### config.mk
export PLATFORM = sky130hd
export DESIGN_NAME = log_arbiter
export DESIGN_NICKNAME = d
export VERILOG_FILES = /design/src/rtl/log_arb_pkg.sv /design/src/rtl/log_rr_pick.sv /design/src/rtl/log_arbiter.sv
export SDC_FILE = /design/constraint.sdc
export NUM_CORES = 1
export LEC_CHECK = 0
export CORE_AREA = 4 4 155 127
export DETAILED_ROUTE_END_ITERATION = 12
export DIE_AREA = 0 0 159 131
export PLACE_DENSITY = 0.77
export SLEW_MARGIN = 0
export SYNTH_ARGS = -nofsm -noshare
export SYNTH_HDL_FRONTEND = slang
export SYNTH_HIERARCHICAL = 1
export SYNTH_SLANG_ARGS = --single-unit
export TNS_END_PERCENT = 20
### constraint.sdc
create_clock -name clk -period 1.48 [get_ports clk]
set_clock_uncertainty 0.05 [all_clocks]
set_input_delay 0.148 -clock clk [delete_from_list [all_inputs] [get_ports clk]]
set_output_delay 0.148 -clock clk [all_outputs]
set_load 0.02 [all_outputs]
### src/rtl/log_arb_pkg.sv
// Shared types and constants for the two-requester logic-unit arbiter.
package log_arb_pkg;

    // Arbiter FSM states; anything other than ST_IDLE counts as busy.
    typedef enum logic [1:0] {
        ST_IDLE = 2'd0,
        ST_EXEC = 2'd1,
        ST_RESP = 2'd2
    } log_arb_state_e;

    // Request op codes, written as {op[1], op[0]} = {AluOp1, AluOp0}.
    localparam logic [1:0] OP_OR  = 2'b00;
    localparam logic [1:0] OP_NOR = 2'b10;
    localparam logic [1:0] OP_AND = 2'b01;
    localparam logic [1:0] OP_XOR = 2'b11;

    // Maps a request op code onto the {AluOp1, AluOp0} control pair of the logic unit.
    function automatic logic [1:0] alu_ctl(input logic [1:0] op);
        logic [1:0] ctl;
        ctl = 2'b00;
        case (op)
            OP_OR:   ctl = 2'b00;
            OP_NOR:  ctl = 2'b10;
            OP_AND:  ctl = 2'b01;
            OP_XOR:  ctl = 2'b11;
            default: ctl = 2'b00;
        endcase
        return ctl;
    endfunction

endpackage

### src/rtl/log_rr_pick.sv
// Two-way round-robin pick: on a tie the requester not granted last wins,
// a lone valid requester always wins.
module log_rr_pick
    import log_arb_pkg::*;
(
    input  logic [1:0] valids,
    input  logic       last_grant,
    output logic       grant_valid,
    output logic       grant_id
);

    // Combinational grant selection from the current valids and grant history.
    always_comb begin
        grant_valid = |valids;
        grant_id    = 1'b0;
        if (valids == 2'b11) begin
            grant_id = ~last_grant;
        end else if (valids[1]) begin
            grant_id = 1'b1;
        end
    end

endmodule

### src/rtl/log_arbiter.sv
// Arbitrates two requesters onto one shared combinational logic unit.
// Handshakes: a transfer happens on a rising edge where valid and ready are
// both high; ready may depend combinationally on valid, valid must not depend
// on ready. One operation is in flight at a time: IDLE -> EXEC -> RESP.
module log_arbiter
    import log_arb_pkg::*;
#(
    parameter int          W             = 32,
    // Value op_count takes at reset; normally 0.
    parameter logic [15:0] OP_COUNT_INIT = 16'h0000
) (
    input  logic           clk,
    input  logic           rst_n,
    input  logic           req0_valid,
    output logic           req0_ready,
    input  logic [W-1:0]   req0_a,
    input  logic [W-1:0]   req0_b,
    input  logic [1:0]     req0_op,
    input  logic           req1_valid,
    output logic           req1_ready,
    input  logic [W-1:0]   req1_a,
    input  logic [W-1:0]   req1_b,
    input  logic [1:0]     req1_op,
    output logic [W-1:0]   log_a,
    output logic [W-1:0]   log_b,
    output logic           log_op0,
    output logic           log_op1,
    input  logic [W-1:0]   log_result,
    output logic           rsp0_valid,
    output logic [W-1:0]   rsp0_data,
    input  logic           rsp0_ready,
    output logic           rsp1_valid,
    output logic [W-1:0]   rsp1_data,
    input  logic           rsp1_ready,
    output logic           busy,
    output logic [15:0]    op_count,
    output log_arb_state_e fsm_state
);

    log_arb_state_e state_q;
    log_arb_state_e state_d;
    logic [W-1:0]   a_q;
    logic [W-1:0]   b_q;
    logic [W-1:0]   result_q;
    logic [1:0]     ctl_q;
    logic           owner_q;
    logic           last_grant_q;
    logic [15:0]    op_count_q;
    logic           grant_valid;
    logic           grant_id;
    logic           accept;
    logic           complete;
    logic           owner_ready;

    log_rr_pick u_pick (
        .valids      ({req1_valid, req0_valid}),
        .last_grant  (last_grant_q),
        .grant_valid (grant_valid),
        .grant_id    (grant_id)
    );

    assign owner_ready = owner_q ? rsp1_ready : rsp0_ready;

    // Next-state and handshake decode; ready is held low while reset is asserted.
    always_comb begin
        state_d    = state_q;
        accept     = 1'b0;
        complete   = 1'b0;
        req0_ready = 1'b0;
        req1_ready = 1'b0;
        case (state_q)
            ST_IDLE: begin
                if (grant_valid && rst_n) begin
                    accept     = 1'b1;
                    req0_ready = ~grant_id;
                    req1_ready = grant_id;
                    state_d    = ST_EXEC;
                end
            end
            ST_EXEC: begin
                state_d = ST_RESP;
            end
            ST_RESP: begin
                if (owner_ready) begin
                    complete = 1'b1;
                    state_d  = ST_IDLE;
                end
            end
            default: begin
                state_d = ST_IDLE;
            end
        endcase
    end

    // State register; reset drops any in-flight operation.
    always_ff @(posedge clk or negedge rst_n) begin
        if (!rst_n) begin
            state_q <= ST_IDLE;
        end else begin
            state_q <= state_d;
        end
    end

    // Operand, op and owner capture on accept; last_grant starts at 1 so requester 0 wins the first tie.
    always_ff @(posedge clk or negedge rst_n) begin
        if (!rst_n) begin
            a_q          <= '0;
            b_q          <= '0;
            ctl_q        <= 2'b00;
            owner_q      <= 1'b0;
            last_grant_q <= 1'b1;
        end else if (accept) begin
            a_q          <= grant_id ? req1_a : req0_a;
            b_q          <= grant_id ? req1_b : req0_b;
            ctl_q        <= alu_ctl(grant_id ? req1_op : req0_op);
            owner_q      <= grant_id;
            last_grant_q <= grant_id;
        end
    end

    // Capture the logic unit's result during the single EXEC cycle.
    always_ff @(posedge clk or negedge rst_n) begin
        if (!rst_n) begin
            result_q <= '0;
        end else if (state_q == ST_EXEC) begin
            result_q <= log_result;
        end
    end

    // Completed-operation counter, wraps naturally at 16 bits.
    always_ff @(posedge clk or negedge rst_n) begin
        if (!rst_n) begin
            op_count_q <= OP_COUNT_INIT;
        end else if (complete) begin
            op_count_q <= op_count_q + 16'd1;
        end
    end

    assign log_a      = a_q;
    assign log_b      = b_q;
    assign log_op0    = ctl_q[0];
    assign log_op1    = ctl_q[1];
    assign rsp0_valid = (state_q == ST_RESP) && !owner_q;
    assign rsp1_valid = (state_q == ST_RESP) && owner_q;
    assign rsp0_data  = result_q;
    assign rsp1_data  = result_q;
    assign busy       = (state_q != ST_IDLE);
    assign op_count   = op_count_q;
    assign fsm_state  = state_q;

endmodule

After elaboration in Yosys (flattened, before gate mapping)
Index checks and enable logic that the tools add are counted.

storage, ports and cells
  flip-flop bits (word level) = 118
  output and inout bits = 153

operators by class
  add/sub/neg operators = 1
  equal/unequal tests = 8
  multiplexer cells = 18
  bitwise gates (word level) = 2
  reduce and logical (&&, ||, !) cells = 9

operator list
  kind                                                             count
  32-bit 2-to-1 mux                                                2
  16-bit by 1-bit adder with 16-bit output, second input constant  1
  1-bit 2-to-1 mux                                                 11
  2-bit == test, second input constant                             4
  2-bit one-hot mux with 4 select lines                            1
  2-bit 2-to-1 mux                                                 3
  2-bit one-hot mux with 3 select lines                            1
  2-bit by 1-bit == test with 1-bit output, second input constant  2
  2-bit logical NOT                                                2
  2-bit inequality test, second input constant                     2
  1-bit logical AND                                                3
  1-bit inverter                                                   2
  2-bit AND reduction                                              1
  2-bit nonzero test                                               1
  2-bit OR reduction                                               1
  1-bit logical NOT                                                1

Depth between registers and ports, before layout
Gate-level depths: netlist of the first run.

  depth after elaboration = 5
  depth in mapped cells = 6

Modules after synthesis
Netlist of the first run, hierarchy kept.

by module, submodules not included
  module       times used  cells each  area an instance (um2)  seq. area each (um2)
  log_arbiter  1           469         5353.9                  2954.1
  log_rr_pick  1           2           13.8                    0.0

Least setup slack after synthesis of the first run
Ideal clock, no wire load.

  path type = register to register
  start point = register op_count_q[0], in the netlist op_count[0]
  end point = register op_count_q[12], in the netlist op_count[12]
  library setup time = 0.130 ns
  data arrival time = 1.411 ns
  slack = -0.111 ns
  stages on the path, launching flop included = 6
  buffers on the path = 0
  clock period less this slack = 1.591 ns
  cell sequence = dfrtp_1 > ha_1 > nand3b_1 > nor4_4 > nand3_1 > xnor2_1

on the way
  cells in the longest elaborated chain, start to end = 1

RTL lines
  what                                      RTL line            source
  start, declared                           log_arbiter.sv:48   logic [15:0] op_count_q;
  start signal, assigned                    log_arbiter.sv:135  op_count_q <= op_count_q + 16'd1;
  16-bit by 1-bit adder with 16-bit output  log_arbiter.sv:135

Every way passes these cells.
A chain may end at the register's enable or synchronous reset.

Worst setup path in the final report of the first run
  start point = register last_grant_q
  end point = output port req0_ready

on the way
  cells in the longest elaborated chain, start to end = 5

RTL lines
  what                    RTL line            source
  start, declared         log_arbiter.sv:47   logic last_grant_q;
  start signal, assigned  log_arbiter.sv:117  last_grant_q <= grant_id;
  1-bit inverter          log_rr_pick.sv:17   grant_id = ~last_grant;
  1-bit 2-to-1 mux        log_rr_pick.sv:16   if (valids == 2'b11) begin
  via grant_id            log_arbiter.sv:50   logic grant_id;
  1-bit inverter          log_arbiter.sv:75   req0_ready = ~grant_id;
  1-bit 2-to-1 mux        log_arbiter.sv:73   if (grant_valid && rst_n) begin
  1-bit 2-to-1 mux        log_arbiter.sv:71   case (state_q)
  end, declared           log_arbiter.sv:15   output logic req0_ready,

The timed path passes the listed nets, and every way through them passes these cells.

==> impl_metrics.toml, run 1 <==
[synth]
seq_area_frac_synth = 0.5503
synth_xor_area_frac = 0.02448
netlist_area_mm2 = 0.005368
synth_cell_types = 26
synth_edf_count = 0
synth_top_area_cell = "dfrtp_1"
synth_top_family_by_area = "multiplexers"
avgSynthCellArea_um2 = 11.40
syn-num-nets = 642
synth-main-ff-cell = "dfrtp_1"
ys_ff_latch = 118
async_flop_share = 1.000
synth_compound_area_frac = 0.06573
ys_warn_count = 6
synth_area_leaders = "dfrtp_1 (55%), mux2i_1 (12%), mux2_2 (7.1%), a21oi_1 (6.2%), nor2_1 (5.0%)"
synth_top_cell_area_share = 0.5455
synth_mux_area_frac = 0.1970
synthCells = 471
synthAdderAreaFrac = 0.002331
synth-simple-area-share = 0.08811

[global_routing]
grt_pass1_wl_um = 25490
globalRouteTotalUtil = 0.1562
overflow = 0
grt_max_degree = 119
antenna_found_initial = 0
grt_pass1_vias = 4800

[floorplan]
core_area_mm2 = 0.01800
die_area_mm2 = 0.02083
start_util = 0.2982
ioPinCount = 323
fp.dieW_um = 159
row_count = 44
fp.dieH_um = 131

[route]
route.detailed.drc = 0
ant_nets = 0
via_count = 4774
drtIter0Drc = 177
wl_um = 18830
dr.pass1.iters = 4
viasPerCell = 4.577
wl_per_cell_um = 18.05

[flow_run]
drv_cap = 0

[sta]
fin_ws_ps = -210.2
tightest_slew_ps = 762.3
setup_viol = 75
whs_ps = 259.3
max_freq_mhz = 591.6
slew_headroom = 0.4918
layout_min_cycle_time_ps = 1690
rsz0062_at_grt = "true"
slew_violations = 0
min_period_over_period = 1.142
final_hold_viol_count = 0

[clocking]
clock-sinks = 118
clk_path_buf_depth = 2
cts_buffers = 17
clkLatencyLatePin_ps = 400
path_clk_slew_ps = 60
cts_tree = "yes"
cts_max_level = 4
clock-root-buffer = "clkbuf_16"

[worst_setup_path]
critPathLaunchType = "register"
critical_path_arrival_ps = 1490
end_kind = "output pin"
critical_path_class = "register to output pin"
critical_path.max_fanout = 2
reg2reg_slack_ps = -200
worstPathRequired_ps = 1280

[finish]
antenna_cells = 0
final_common_cell = "clkdlybuf4s50_1"
layout-area-overhead-vs-synth_pct = 81.38
fin_nets = 971
final_cell_mix = "clkdlybuf4s50_1 (168), dlygate4sd2_1 (141), dfrtp_1 (111)"
drive_above_1_share = 0.1968
post-route-cell-area_mm2 = 0.009736

[min_path]
hp-class = "input port to register"

[outcome]
outcome = "finished with violations"
violations = "setup timing"

[power_and_ir_drop]
power.share.sequential = 0.291
combPwrFrac = 0.492
switchingPower_uw = 7679
vdd_drop_max_uv = 787.1
powerDensity_mw_per_mm2 = 1970
p_leak_uw = 0.004300
p_clk_frac = 0.217
p_int_uw = 11500
switching_share = 0.4003
finalPower_uw = 19180

[place]
place_hpwl_um = 12650
gp_congestion = 0.7513
port_buffers = 322
dpl_cell_area_mm2 = 0.008776
state kept, by name, summed over array words and instances (netlist names):
signal        cells
ctl_q             2
fsm_state         2
last_grant_q      1
log_a            32
log_b            32
op_count         16
owner_q           1
rsp0_data        32
layout make-up:
cell class	instances	area (um^2)
tap	230	287.8
inverter	4	15.01
clock inverter	13	146.4
clock buffer	19	452.9
timing repair buffer	369	3729
fill	1674	8267
sequential	118	2962
multi-input combinational	290	2143
critical path: stages (launching register included):
cell,delay (ps)
dfstp_2,550
a21boi_4,60
buf_6,130
buf_16,120
nor2b_4,100
buf_6,120
layer usage:
| layer | share of wire | track usage | vias up |
|---|---|---|---|
| met2 | 0.50 | 0.2725 | 227 |
| met1 | 0.40 | 0.1752 | 2281 |
| met5 | 0 | 0 | - |
| met4 | 0.0081 | 0.04235 | 0 |
| met3 | 0.092 | 0.07212 | 14 |
| li1 | - | - | 2252 |
Yosys cell counts, types with 2 or more instances:
| library cell | count |
|---|---|
| buf_4 | 33 |
| nand4_1 | 5 |
| nand3b_1 | 2 |
| nand2b_1 | 2 |
| nand2_1 | 6 |
| nor4_4 | 2 |
| buf_2 | 21 |
| o21ai_0 | 3 |
| inv_1 | 4 |
| nor2b_1 | 2 |
| and3_1 | 4 |
| nand3_1 | 6 |
| xnor2_1 | 10 |
| clkbuf_1 | 5 |
| mux2_2 | 34 |
| a21oi_1 | 66 |
| mux2i_1 | 66 |
| nor2_1 | 72 |
| xor2_1 | 5 |
| dfrtp_1 | 117 |
power by group through the flow:
stage	Clock [uW]	Sequential (uW)	Combinational [uW]
2_1_floorplan	0	7300	3560
3_3_place_gp	0	5600	9770
3_5_place_dp	0	5670	9860
4_1_cts	4270	5570	8730
5_1_grt	4400	5770	10000
6_report	4160	5580	9440
worst paths after layout:
kind	depth (start not counted)	from	to
hold reg to reg	1	op_count[15]	op_count[15]
setup reg to reg	9	fsm_state[1]	log_b[31]
hold / removal	5	rst_n	last_grant_q
setup / recovery	5	last_grant_q	req0_ready
max in group asynchronous	3	rst_n	rsp0_data[28]
min in group asynchronous	3	rst_n	log_b[5]
per-stage QoR:
step	setup TNS, ps	worst slack, ps	utilization	instances
floorplan	-1439	-56.92	-	471
global placement	-19790	-338.0	0.4875	987
detailed placement	-20870	-341.1	0.4875	987
CTS	-6418	-230.7	0.5164	1026
global route	-14230	-261.2	0.5408	1043
finish	-8861	-210.2	0.5408	1043
logic make-up after synthesis:
logic type / count (synthesis)
flip-flops: 118
AND/OR/NAND/NOR: 103
multiplexers: 101
AO/OA/AOI/OAI: 70
buffers and inverters: 63
XOR/XNOR: 15
adder cells (fa/ha/maj): 1
timing repair:
item                                   in CTS  in global routing
cloned                                      1                 11
hold buffers                                1                  0
setup buffers                               5                  6
setup endpoints to repair                 223                119
pin swaps                                   2                  3
resized for setup                         184                 46
endpoints found under the hold margin     117                  0
No activity file was read; power rests on OpenSTA's default activity.
==> run 2, diff against run 1 <==
REMOVE_ABC_BUFFERS = 1   (was not set)
==> run 2 against run 1 <==
  * The run still ends with setup timing left
  * Core utilization is 1.7 points lower
  * Routed wire length decreased by 4.2%
  * Sequential share of layout area rose by 0.92 points
  * Design area fell by 3.1%
  * Worst setup slack gained 69 ps
  * Largest cell class unchanged
  * Critical path depth fell by 1
  * Via count shrank 2.0%
==> impl_metrics.toml, run 2 (same netlist as run 1, synthesis figures left out) <==
[global_routing]
grt_max_degree = 119
overflow = 0
globalRouteTotalUtil = 0.1589
grt_pass1_wl_um = 26100
antenna_found_initial = 1
grt_pass1_vias = 4877

[floorplan]
core_area_mm2 = 0.01800
die_area_mm2 = 0.02083
fp.dieW_um = 159
row_count = 44
fp.dieH_um = 131
ioPinCount = 323
start_util = 0.2982

[worst_setup_path]
critical_path_arrival_ps = 1420
end_kind = "output pin"
path_buf_inv = 1
worstPathRequired_ps = 1280
path_cells = "nor2_2 > and3_4 > nor2b_4 > buf_6"
cp_slowest_stage_delay_ps = 390
cp_slowest_cell = "dfrtp_1"
cp_top_family = "simple AND/OR/NAND/NOR gates"
critical_path_class = "register to output pin"
critPathLaunchType = "register"
critical_path.max_fanout = 4

[route]
wl_um = 18040
dr.pass1.iters = 6
route.detailed.drc = 0
drtIter0Drc = 174
ant_nets = 0
viasPerCell = 4.523
wl_per_cell_um = 17.44
via_count = 4677

[outcome]
outcome = "finished with violations"
violations = "setup timing"

[finish]
drive_above_1_share = 0.1606
seq_area_mm2 = 0.002957
fillers = 1669
layout-area-overhead-vs-synth_pct = 75.73
final_common_cell = "clkdlybuf4s50_1"
final_cell_mix = "clkdlybuf4s50_1 (168), dlygate4sd2_1 (140), dfrtp_1 (115)"
fin_nets = 961
multi_input_area_mm2 = 0.002123

[sta]
setup_viol = 48
min_period_over_period = 1.095
rsz0062_at_grt = "true"
fin_setup_tns_ps = -2004
fin_ws_ps = -141.2
tightest_slew_ps = 664.4
layout_min_cycle_time_ps = 1621
slew_headroom = 0.5571
max_freq_mhz = 616.8
final_hold_viol_count = 0
slew_violations = 0

[place]
gp_congestion = 0.7701
pre_cts_slack_ps = -531.4
port_buffers = 322
place_hpwl_um = 12810

[power_and_ir_drop]
p_int_uw = 10800
vdd_drop_max_uv = 1040
p_leak_uw = 0.004179
p_clk_frac = 0.203
power.share.sequential = 0.305
combPwrFrac = 0.492
switchingPower_uw = 7411
switching_share = 0.4069
powerDensity_mw_per_mm2 = 1931

[clocking]
clock-sinks = 118
clk_path_buf_depth = 2
path_clk_slew_ps = 60
clock-root-buffer = "clkbuf_16"
clkLatencyLatePin_ps = 400
cts_max_level = 4
cts_tree = "yes"
cts_buffers = 17

[min_path]
hp-class = "input port to register"

[flow_run]
drv_cap = 0
run 2: changes by cell type in the layout (fill, tap and decap cells not counted), moves of 5 or more:
cell             previous run  this run
clkdlybuf4s15_1             1         6
buf_6                      10         5
nor2_2                      7         2
a21oi_2                    12         0
a21oi_1                    54        66
nor2_1                     63        68
run 2: power by group through the flow:
stage | logic, uW | clock network [uW] | registers (uW)
floorplan | 2380 | 0 | 7900
global placement | 9770 | 0 | 5600
detailed placement | 9880 | 0 | 5670
CTS | 8650 | 3820 | 5570
global route | 9560 | 3980 | 5770
finish | 8960 | 3700 | 5560
run 2: worst register-to-register path, stage by stage, from the launching register on:
cell,delay [ps]
dfstp_2,390
a21boi_4,230
buf_4,160
buf_8,150
clkbuf_16,170
mux2i_1,210
a21oi_1,90
run 2: worst paths after layout:
path                              startpoint  slack (ps)  cells past startpoint           end
worst max-delay path            fsm_state[1]        -140                      4    req0_ready
worst min-delay path                   rst_n         170                      4  last_grant_q
worst max register to register  last_grant_q        -100                      6     log_b[12]
worst min register to register  op_count[15]         420                      1  op_count[15]
max in group asynchronous              rst_n         460                      3      log_b[4]
min in group asynchronous              rst_n         390                      3   op_count[9]
run 2: through the flow:
step	area, um^2	util	cells	total power (uW)	hold WS [ps]
finish	9433	0.5240	1034	18210	169.6
global route	9433	0.5240	1034	19310	190.5
CTS	9174	0.5096	1022	18040	146.4
detailed placement	8783	0.4879	989	15560	266.4
global placement	8783	0.4879	989	15370	268.2
floorplan	4996	-	412	10270	-197.6
run 2: layer usage:
| metal | up-vias | part of all wire | track usage |
|---|---|---|---|
| met4 | 0 | 0.0088 | 0.04847 |
| met2 | 184 | 0.51 | 0.2723 |
| met1 | 2248 | 0.40 | 0.1815 |
| li1 | 2231 | - | - |
| met3 | 14 | 0.084 | 0.07118 |
| met5 | - | 0 | 0 |
run 2: area by class of cell:
cell class	instances	area share
sequential	118	0.3134
clock buffer	20	0.04841
antenna	1	0.0002653
multi-input combinational	290	0.2251
timing repair buffer	359	0.3721
tap	230	0.03051
clock inverter	12	0.008622
inverter	4	0.001592
run 2: repair_timing:
item,4_1_cts,5_1_grt
cloned,0,6
resized for setup,184,28
hold buffers,1,0
pin swaps,1,3
hold endpoints to repair,117,0
endpoints found under the setup margin,208,117
buffers inserted,0,5
==> run 3, diff against run 2 <==
ABC_AREA = 1   (was not set)
CORE_AREA = 4 4 145 119   (was 4 4 155 127)
DIE_AREA = 0 0 149 123   (was 0 0 159 131)
PLACE_DENSITY = 0.85   (was 0.77)
==> run 3 against run 2 <==
  * The run still ends with setup timing left
  * Clock power down 2%
  * Register-to-register slack improved by 30 ps
  * Total power is 4.2% lower
  * Sequential cell count did not move
  * Synthesized cell count is 26% higher
  * Sequential power is essentially flat
  * Non-clock buffer count decreased by 6
  * Core utilization grew 6.0 points
  * Largest power group unchanged
  * Highest routed layer unchanged
==> impl_metrics.toml, run 3 <==
[place]
dpl.cell_count = 1098
gp_congestion = 0.8515
port_buffers = 322
place_hpwl_um = 14230
pre_cts_slack_ps = -523.3

[synth]
synth-main-ff-cell = "dfrtp_1"
netlist_area_mm2 = 0.005328
seq_area_frac_synth = 0.5545
async_flop_share = 1.000
yosysMostFrequentCell = "nand2_1"
synth_top_area_cell = "dfrtp_1"
ys_warn_count = 6
avgSynthCellArea_um2 = 8.999
synth_cell_types = 26
synthCells = 592
synth_area_leaders = "dfrtp_1 (55%), nand2_1 (17%), nand3_1 (6.9%), mux2_2 (6.8%), buf_4 (5.4%)"
synth_top_cell_area_share = 0.5496
synth_edf_count = 0
synth_commonest_cells = "nand2_1 (246), dfrtp_1 (117), nand3_1 (73)"
ys_ff_latch = 118

[sta]
rsz0062_at_grt = "true"
slew_headroom = 0.6335
final_hold_viol_count = 0
setup_viol = 58
tightest_slew_ps = 549.8
slew_violations = 0
layout_min_cycle_time_ps = 1626
max_freq_mhz = 614.8
whs_ps = 118.2
fin_ws_ps = -146.5
min_period_over_period = 1.099

[finish]
drive_above_1_share = 0.1346
layout-area-overhead-vs-synth_pct = 72.17
final_common_cell = "nand2_1"
fillers = 1404
fin_nets = 1079
finalNonFillerCells = 1136
final_cell_mix = "nand2_1 (241), clkdlybuf4s50_1 (168), dlygate4sd2_1 (143)"
antenna_cells = 0

[power_and_ir_drop]
powerDensity_mw_per_mm2 = 1903
vdd_drop_max_uv = 973.2
p_leak_uw = 0.004454

[worst_setup_path]
worstPathRequired_ps = 1280
reg2reg_depth = 7
end_kind = "output pin"
critical_path.max_fanout = 2
critical_path_class = "register to output pin"
critPathLaunchType = "register"
critical_path_arrival_ps = 1430

[min_path]
hold_depth = 4
hp-class = "input port to register"

[global_routing]
globalRouteTotalUtil = 0.2006
grt_max_degree = 96
grt_pass1_vias = 5223
overflow = 0
antenna_found_initial = 0
grt_pass1_wl_um = 28590

[clocking]
cts_tree = "yes"
cts_buffers = 17
clock-root-buffer = "clkbuf_16"
path_clk_slew_ps = 50
clkLatencyLatePin_ps = 400
clk_path_buf_depth = 2
cts_max_level = 4
clock-sinks = 118

[outcome]
outcome = "finished with violations"
violations = "setup timing"

[floorplan]
fp.dieW_um = 149
die_area_mm2 = 0.01833
ioPinCount = 323
fp.dieH_um = 123
row_count = 41
start_util = 0.3394
core_area_mm2 = 0.01570

[route]
wl_um = 19620
via_count = 5275
ant_nets = 0
wl_per_cell_um = 17.27
viasPerCell = 4.643
drtIter0Drc = 210
dr.pass1.iters = 4
route.detailed.drc = 0

[flow_run]
drv_cap = 0
-- run 3: report_power, final --
part	switching, uW	internal, uW
combinational	4780	3460
clock	1480	2160
sequential	943	4640
total	7200	10300
-- run 3: critical path, cell delays in order, from the launching register on --
cell and delay [ps]:
dfstp_2 540, a21oi_2 50, buf_4 140, nor2_4 140, buf_6 150
-- run 3: stage by stage --
stage | total power [uW] | cell area [um^2] | TNS (ps) | utilization
after detailed placement | 15040 | 8670 | -22250 | 0.5523
after global placement | 14800 | 8670 | -20470 | 0.5523
after floorplan | 9659 | 4950 | -139900 | -
final | 17460 | 9173 | -1630 | 0.5843
after global routing | 18410 | 9173 | -8105 | 0.5843
after CTS | 17490 | 9056 | -9507 | 0.5769
-- run 3: timing repair --
action | 4_1_cts | 5_1_grt
hold buffers | 1 | 0
setup buffers | 3 | 0
cloned | 0 | 3
setup endpoints to repair | 219 | 89
resized for setup | 187 | 26
pin swaps | 2 | 4
endpoints found under the hold margin | 23 | 0
-- run 3: cells by family after synthesis --
| kind of cell | Yosys count | share of synthesized area |
|---|---|---|
| and+or+nand+nor | 353 | 0.2757 |
| DFF | 118 | 0.5545 |
| buffers and inverters | 79 | 0.08713 |
| muxes | 32 | 0.06764 |
| xor gates and xnor gates | 6 | 0.009864 |
| AOI/OAI and AO/OA | 3 | 0.002817 |
| adders and majority gates | 1 | 0.002348 |
-- run 3: final timing paths --
kind | start | end | slack (ps)
worst max-delay path | last_grant_q | req0_ready | -150
worst max register to register | fsm_state[1] | log_a[22] | -70
worst min-delay path | rst_n | fsm_state[0] | 120
min in group asynchronous | rst_n | op_count[12] | 300
worst min register to register | last_grant_q | last_grant_q | 440
max in group asynchronous | rst_n | log_a[24] | 230
-- run 3: metal layers --
metal  part of all wire  track usage
met2               0.53       0.3476
met3              0.075      0.06413
met5                  0            0
met4              0.011      0.05146
met1               0.39       0.2438
-- run 3: layout make-up --
cell class	instances	area, um^2	area share
sequential	118	2954	0.3221
inverter	23	92.59	0.01009
timing repair buffer	353	3371	0.3675
clock buffer	19	442.9	0.04829
multi-input combinational	395	1961	0.2137
tap	215	269.0	0.02933
clock inverter	13	82.58	0.009003
